===== config.mk =====
export PLATFORM = sky130hd
export DESIGN_NAME = mem_port_arbiter
export DESIGN_NICKNAME = d
export VERILOG_FILES = /design/src/rtl/mem_port_arbiter.sv
export SDC_FILE = /design/constraint.sdc
export NUM_CORES = 1
export LEC_CHECK = 0
export BUFFER_PORTS_ARGS = -buffer_cell sky130_fd_sc_hd__buf_4
export CORE_ASPECT_RATIO = 0.5
export CORE_MARGIN = 8
export CORE_UTILIZATION = 30
export DETAILED_ROUTE_END_ITERATION = 8
export HOLD_SLACK_MARGIN = 0.06
export MAX_ROUTING_LAYER = met4
export SETUP_SLACK_MARGIN = 0.5
export SYNTH_ARGS = -nofsm -noshare
export SYNTH_HDL_FRONTEND = slang
export SYNTH_SLANG_ARGS = --single-unit
export TNS_END_PERCENT = 50

===== constraint.sdc =====
create_clock -name clock -period 2.67 [get_ports clock]
set_clock_uncertainty 0.05 [all_clocks]
set_input_delay 0.4005 -clock clock [delete_from_list [all_inputs] [get_ports clock]]
set_output_delay 0.4005 -clock clock [all_outputs]
set_load 0.05 [all_outputs]

===== src/rtl/mem_port_arbiter.sv =====
// Arbitrates one single-port memory between instruction fetch and the MEM stage.
// Data accesses win by default. A starvation counter forces a fetch grant after STARVE_MAX losses.
module mem_port_arbiter #(
    parameter int unsigned ADDR_W     = 32,
    parameter int unsigned DATA_W     = 32,
    parameter int unsigned MEM_LAT    = 2,
    parameter int unsigned STARVE_MAX = 4
) (
    input  logic              clock,
    input  logic              reset,
    input  logic              if_req,
    input  logic [ADDR_W-1:0] if_addr,
    output logic [DATA_W-1:0] if_rdata,
    output logic              if_valid,
    input  logic              d_req,
    input  logic              d_we,
    input  logic [ADDR_W-1:0] d_addr,
    input  logic [DATA_W-1:0] d_wdata,
    output logic [DATA_W-1:0] d_rdata,
    output logic              d_valid,
    output logic              mem_en,
    output logic              mem_we,
    output logic [ADDR_W-1:0] mem_addr,
    output logic [DATA_W-1:0] mem_wdata,
    input  logic [DATA_W-1:0] mem_rdata,
    output logic              stall_if,
    output logic              stall_mem,
    output logic              busy
);

    localparam int unsigned CNT_W = 4;
    localparam logic [CNT_W-1:0] LAST_WAIT  = CNT_W'(MEM_LAT - 1);
    localparam logic [CNT_W-1:0] STARVE_LIM = CNT_W'(STARVE_MAX);

    typedef enum logic [1:0] {
        IDLE     = 2'd0,
        SERVE_IF = 2'd1,
        SERVE_D  = 2'd2
    } state_t;

    state_t            state, state_nx;
    logic [CNT_W-1:0]  wait_cnt, wait_cnt_nx;
    logic [CNT_W-1:0]  starve_cnt, starve_cnt_nx;
    logic [DATA_W-1:0] if_rdata_nx, d_rdata_nx;
    logic              if_valid_nx, d_valid_nx;
    logic              mem_en_nx, mem_we_nx, busy_nx;
    logic [ADDR_W-1:0] mem_addr_nx;
    logic [DATA_W-1:0] mem_wdata_nx;
    logic              done, arb, if_elig, d_elig, grant_if, grant_d;

    // Stalls follow the request/valid handshake directly.
    assign stall_if  = if_req & ~if_valid;
    assign stall_mem = d_req & ~d_valid;

    // Next state and next registered outputs; the completing requester is masked at its own edge.
    always_comb begin
        state_nx      = state;
        wait_cnt_nx   = wait_cnt;
        starve_cnt_nx = starve_cnt;
        if_rdata_nx   = if_rdata;
        d_rdata_nx    = d_rdata;
        if_valid_nx   = 1'b0;
        d_valid_nx    = 1'b0;
        mem_en_nx     = mem_en;
        mem_we_nx     = mem_we;
        mem_addr_nx   = mem_addr;
        mem_wdata_nx  = mem_wdata;
        busy_nx       = busy;

        done     = (state != IDLE) && (wait_cnt == LAST_WAIT);
        arb      = (state == IDLE) || done;
        if_elig  = if_req && !(done && (state == SERVE_IF));
        d_elig   = d_req && !(done && (state == SERVE_D));
        grant_if = arb && if_elig && (!d_elig || (starve_cnt >= STARVE_LIM));
        grant_d  = arb && d_elig && !grant_if;

        if ((state != IDLE) && !done) begin
            wait_cnt_nx = wait_cnt + CNT_W'(1);
        end

        if (done) begin
            if (state == SERVE_IF) begin
                if_valid_nx = 1'b1;
                if_rdata_nx = mem_rdata;
            end else begin
                d_valid_nx = 1'b1;
                if (!mem_we) begin
                    d_rdata_nx = mem_rdata;
                end
            end
        end

        if (arb) begin
            state_nx     = IDLE;
            wait_cnt_nx  = '0;
            mem_en_nx    = 1'b0;
            mem_we_nx    = 1'b0;
            mem_addr_nx  = '0;
            mem_wdata_nx = '0;
            busy_nx      = 1'b0;
            if (grant_if) begin
                state_nx      = SERVE_IF;
                mem_en_nx     = 1'b1;
                mem_addr_nx   = if_addr;
                busy_nx       = 1'b1;
                starve_cnt_nx = '0;
            end else if (grant_d) begin
                state_nx     = SERVE_D;
                mem_en_nx    = 1'b1;
                mem_we_nx    = d_we;
                mem_addr_nx  = d_addr;
                mem_wdata_nx = d_wdata;
                busy_nx      = 1'b1;
                if (if_elig && (starve_cnt < STARVE_LIM)) begin
                    starve_cnt_nx = starve_cnt + CNT_W'(1);
                end
            end
        end
    end

    // State and output registers; reset abandons any access in flight.
    always_ff @(posedge clock) begin
        if (reset) begin
            state      <= IDLE;
            wait_cnt   <= '0;
            starve_cnt <= '0;
            if_rdata   <= '0;
            d_rdata    <= '0;
            if_valid   <= 1'b0;
            d_valid    <= 1'b0;
            mem_en     <= 1'b0;
            mem_we     <= 1'b0;
            mem_addr   <= '0;
            mem_wdata  <= '0;
            busy       <= 1'b0;
        end else begin
            state      <= state_nx;
            wait_cnt   <= wait_cnt_nx;
            starve_cnt <= starve_cnt_nx;
            if_rdata   <= if_rdata_nx;
            d_rdata    <= d_rdata_nx;
            if_valid   <= if_valid_nx;
            d_valid    <= d_valid_nx;
            mem_en     <= mem_en_nx;
            mem_we     <= mem_we_nx;
            mem_addr   <= mem_addr_nx;
            mem_wdata  <= mem_wdata_nx;
            busy       <= busy_nx;
        end
    end

endmodule

==> metrics.txt, run 1 <==
Async SR Flop Fraction=0; DR pass1 iterations=5; clock-pin slew on the worst setup and hold paths=0.06 ns; Root Driver=clkbuf_16; CTS Buffer Depth=2; fin crit period=2.03 ns; Post-Layout Inst Area=0.00816 mm²; predominant post-synthesis flop cell=dfxtp_1; largest net degree at the start of global routing=88; mapped cell area=0.00541 mm²; Synth area leaders=dfxtp_1, nand2_1, nand3_1, a21oi_1, a22o_1; Synth area leader=dfxtp_1; H-tree depth=4; post-synthesis sequential area ratio=0.526; Ports=approximately 270; DRT antenna net count=0; detailed-route via count=around 5,300; Hold EP=mem_wdata[23]$_SDFFE_PP0P_; initial antenna violation count=0; DR iter-0 viols=312; Die Height=111 µm; DIE WIDTH=approximately 210 µm; worst r2r src=wait_cnt[0]$_SDFFE_PP0N_; CTS tree=built; WHS=0.140 ns; Netlist cell types=35; CP startpoint kind=flop; startpoint of the worst hold path=d_wdata[23]; die area=0.0228 mm²; unrepaired setup endpoints after global routing=true; Final #Nets=about 1,000; final worst path period share=0.760; ant diodes=0; multi-input combinational cell area=0.00228 mm²; RR Endpoint=mem_addr[0]$_SDFFE_PP0P_; Via density=between 4 and 5; Hold Violations, Final=0; Synth top area share=0.526; Final GP Congestion=0.728; Avg Synthesized Cell Area=8.99 µm²; Worst setup EP type=flop; CP max FO=34; Lkg Pwr=3.47 nW; Hold Path Class=in -> reg; Detailed Route WL=18,700 µm; area grow syn2layout=50.9%; GRT overflow=0; Syn Nets=737; fillcell total=about 1,700; DP Wirelength=13,400 µm; Max-Cap Viols=0; core area=0.0175 mm²; Worst Setup SP=wait_cnt[0]$_SDFFE_PP0N_; clk_lat worst skew=between 0.4 and 0.5 ns; Initial Util=0.308; Syn Inst Count=601; most common cell in the netlist=dfxtp_1; max-slew violation count=0; worst-case reg-to-reg path depth=6; Pwr Total=~6.3 mW; critical path type=reg -> reg; worst vdd rail ir drop=0.000461 V; Buffers on Ports=267; status=completed; reg-to-reg setup timing slack=0.64 ns; vias in the first global route=5,336; crit path DAT=about 2.3 ns; Min-Delay Path Depth=2; placed cell areas=0.00758 mm²; final setup fails=0; routed len/inst=17.1 µm; # DRC=0; CTS buffer count=17; gr usage total=0.164; first-pass GRT wire length=29,300 µm; Rel. slew slack=0.633; register area=0.00284 mm²; number of enable flip-flop cells after synthesis=0; pwr/cell area=768 mW/mm²; row cnt=34; CTS Sinks=approximately 140; share of layout cells above drive strength 1=0.387; Synth warnings=0; commonest cells in the netlist=dfxtp_1, nand2_1, nand3_1; critical path required time=2.94 ns; setup_tns=0 ns; f_max=0.493 GHz; worst-margin pin slew=0.550 ns; synthesis-stage register bit count=142
## cell usage in the layout, fill, tap and decap left out, types with 2 or more instances in the layout
master | netlist | final
nor3_1 | 8 | 8
ha_1 | 3 | 3
inv_1 | 2 | 2
a21oi_1 | 64 | 64
clkbuf_16 | 0 | 17
buf_12 | 0 | 3
clkbuf_1 | 23 | 2
dfxtp_1 | 142 | 142
a22o_1 | 33 | 33
inv_6 | 0 | 3
xor2_1 | 4 | 4
nor2b_1 | 2 | 2
o211ai_1 | 2 | 2
nor2_1 | 40 | 38
and3_1 | 2 | 2
a311oi_2 | 10 | 10
buf_6 | 6 | 3
clkinv_2 | 0 | 2
nand2_1 | 131 | 130
buf_4 | 4 | 275
a311oi_1 | 23 | 23
clkinvlp_4 | 0 | 5
nor2_2 | 0 | 2
nand3_1 | 65 | 65
## metal layers
metal | routed length [µm] | global-route usage | vias up
li1 | - | - | 2595
met1 | 7760 | 0.186 | 2512
met2 | 9670 | 0.279 | 141
met3 | 836 | 0.0391 | 26
met4 | 415 | 0.0574 | 0
met5 | 0 | - | -
## area by class of cell
| cell class | instances | area share |
|---|---|---|
| clock inverter | 12 | 0.0138 |
| tap | 234 | 0.0359 |
| sequential | 142 | 0.348 |
| clock buffer | 20 | 0.0547 |
| inverter | 2 | 0.000920 |
| timing repair buffer | 282 | 0.266 |
| multi-input combinational | 403 | 0.280 |
## kinds of logic after synthesis
kind of cell / share of synthesized area
AND/OR/NAND/NOR: 0.205
flip-flops: 0.526
AO/OA/AOI/OAI: 0.197
buffers and inverters: 0.0546
XOR/XNOR: 0.00810
adder cells (fa/ha/maj): 0.00695
multiplexers: 0.00185
## state kept, by name, indices dropped and copies added, names as in the netlist
name / flops
d_rdata: 32
if_rdata: 32
mem_addr: 32
mem_wdata: 32
starve_cnt: 4
wait_cnt: 4
state: 2
busy: 1
d_valid: 1
if_valid: 1
mem_we: 1
## through the flow
step	utilization	setup slack, ns	std cells
2_1_floorplan	-	0.692	601
3_3_place_gp	0.432	0.582	1063
3_5_place_dp	0.432	0.506	1063
4_1_cts	0.464	0.516	1095
5_1_grt	0.466	0.487	1095
6_report	0.466	0.642	1095
## report_power, final
part,internal (mW),switching (mW)
clock network,1.31,0.937
logic,0.547,1.07
registers,2.29,0.101
total,4.15,2.11
## worst max-delay path, cell delays in order (launching register included)
cell	delay [ns]
dfxtp_1	0.38
ha_1	0.21
nand4bb_2	0.25
o211ai_2	0.21
buf_4	0.38
nand3_1	0.16
a311oi_2	0.28
## worst max-delay path by stage
| stage | to |
|---|---|
| finish | mem_addr[0]$_SDFFE_PP0P_ |
| global route | mem_addr[1]$_SDFFE_PP0P_ |
| CTS | if_rdata[19]$_SDFFE_PP0P_ |
| detailed placement | if_rdata[20]$_SDFFE_PP0P_ |
| global placement | if_rdata[5]$_SDFFE_PP0P_ |
| floorplan | if_rdata[1]$_SDFFE_PP0P_ |
## repair_timing
item                       CTS  global route
setup endpoints to repair    0            98
gates resized for setup      0             6
setup buffers                0             0
hold buffers                 0             0
Power figures use the tool's default switching activity.
==> run 2: changes to the inputs <==
clock period = 1.7 ns   (was 2.67 ns; I/O delays follow)
==> run 2 against run 1 <==
Net effect: the flow now finishes with violations (negative setup slack); design area increased by 33%; register-to-register slack lost 0.87 ns; routed wire length grew 29%; die area stayed put; maximum frequency rose by 4.9%; setup slack lost 0.87 ns; largest cell class is now buffers; largest power group unchanged.
==> metrics.txt, run 2 (synthesis gave the netlist of run 1 again) <==
final worst path period share=1.14; Buf+Inv Stages, Crit Path=4; DIE WIDTH=between 200 and 250 µm; pre-CTS setup slack=-0.277 ns; first-pass GRT wire length=31,000 µm; Final GP Congestion=0.739; placed cell areas=0.00795 mm²; vias in the first global route=between 5,000 and 6,000; DR iter-0 viols=263; Hold Path Class=in -> reg; reg-to-reg setup timing slack=-0.23 ns; Buffers on Ports=between 200 and 300; cell mode on critical path=buf_6; critical path type=reg -> reg; final worst slack=-0.233 ns; Rel. slew slack=0.550; critical path required time=~2 ns; Initial Util=0.308; Root Driver=clkbuf_16; max-slew violation count=0; GRT overflow=0; status=complete, but fails checks; highest routed layer=met4; area grow syn2layout=101%; DR pass1 iterations=4; H-tree depth=4; Slowest-stage cell, CP=or3b_4; Max-Cap Viols=0; CTS buffer count=17; critical-path cell list=inv_2, ha_4, or3b_4, buf_6, nor3b_4, buf_6, clkbuf_16, nand2_2, a21oi_2; clock-pin slew on the worst setup and hold paths=0.06 ns; share of layout cells above drive strength 1=0.558; worst-margin pin slew=0.675 ns; largest net degree at the start of global routing=48; DRT antenna net count=0; Ports=268; delay-heaviest family, CP=simple AND/OR/NAND/NOR gates; Post-Route Utilization=0.619; most frequent cells in the layout=buf_4, dfxtp_1, buf_6, nand2_1, dlygate4sd3_1; failing checks=negative setup slack; met3 wire length=around 1100 µm; initial antenna violation count=0; Via density=4.93; met2 WL post-DR=12,300 µm; CTS tree=built; crit path DAT=2.22 ns; die area=0.0228 mm²; gr usage total=0.172; multi-input combinational cell area=0.00310 mm²; CP startpoint kind=flop; Worst setup EP type=flop; fillcell total=1,383; Lkg Pwr=4.61 nW; # DRC=0; row cnt=34; core area=0.0175 mm²; CTS Buffer Depth=2; register area=0.00285 mm²; clk_lat worst skew=just over 0.4 ns; fin crit period=1.93 ns; routed len/inst=19.7 µm; CTS Sinks=approximately 140; pwr/cell area=1010 mW/mm²; crit-path max cell delay=0.43 ns; detailed-route via count=5,997; ant diodes=0; Hold Violations, Final=0; Detailed Route WL=24,000 µm; Post-Layout Inst Area=0.0108 mm²; metal1 wirelength=approximately 9800 µm; final setup fails=137; Die Height=111 µm; most common cell after layout, fill and taps aside=buf_4; f_max=roughly 0.52 GHz; worst vdd rail ir drop=0.000680 V; Final #Nets=between 1,000 and 1,500; DP Wirelength=13,800 µm; CP max FO=8; unrepaired setup endpoints after global routing=true
[run 2: cell count changes in the layout (fill, tap and decap cells not counted), moves of 13 or more]
cell           change
a21oi_1           -38
a21oi_2           +38
a311oi_1          -13
a311oi_2          +13
buf_12            +17
buf_4             -53
buf_6             +73
dlygate4sd3_1     +69
nand2_1           -56
nand2_2           +29
nand2_4           +26
nand3_1           -29
nand3_2           +26
[run 2: final cells by class]
type | instances | area share
clock buffers | 18 | 0.0405
well taps | 234 | 0.0270
inverters | 2 | 0.000692
clock inverters | 11 | 0.0112
flip-flops and latches | 142 | 0.263
repair buffers | 406 | 0.372
multi-input cells | 403 | 0.286
[run 2: path summary, 6_finish.rpt]
path / start / end / depth (start not counted)
worst max-delay path: wait_cnt[1]$_SDFFE_PP0N_ / if_rdata[24]$_SDFFE_PP0P_ / 9
worst min-delay path: if_addr[26] / mem_addr[26]$_SDFFE_PP0P_ / 3
worst max register to register: wait_cnt[1]$_SDFFE_PP0N_ / if_rdata[24]$_SDFFE_PP0P_ / 9
worst min register to register: d_rdata[24]$_SDFFE_PP0P_ / d_rdata[24]$_SDFFE_PP0P_ / 2
[run 2: where the power goes]
group | switching, mW | internal [mW] | total (mW)
Combinational | 2.06 | 1.50 | 3.56
Clock | 1.46 | 2.17 | 3.63
Sequential | 0.189 | 3.60 | 3.79
Total | 3.71 | 7.27 | 11.0
[run 2: metrics by stage]
step	hold slack (ns)	setup TNS, ns	instances	power, mW
2_1_floorplan	0.331	-10.48	601	5.56
3_3_place_gp	0.393	-16.59	1085	6.55
3_5_place_dp	0.397	-22.29	1085	6.58
4_1_cts	0.0601	-12.92	1183	10.5
5_1_grt	0.0638	-29.10	1216	11.4
6_report	0.0771	-20.67	1216	11.0
[run 2: worst register-to-register path, cell delays in order (launching register included)]
cell	delay [ns]
dfxtp_2	0.32
inv_2	0.06
ha_4	0.13
or3b_4	0.43
buf_6	0.15
nor3b_4	0.21
buf_6	0.15
clkbuf_16	0.18
nand2_2	0.07
a21oi_2	0.12
[run 2: metal layers]
layer  vias to the layer above  track usage
met2                       199        0.297
met3                        54       0.0370
li1                       2855            -
met5                         -            -
met4                         0       0.0687
met1                      2889        0.191
[run 2: timing repair]
action / CTS / global route
resized for setup: 49 / 232
cloned: 1 / 17
pin swaps: 0 / 86
endpoints found under the setup margin: 277 / 277
hold buffers: 68 / 1
endpoints found under the hold margin: 100 / 1
buffers inserted: 0 / 15
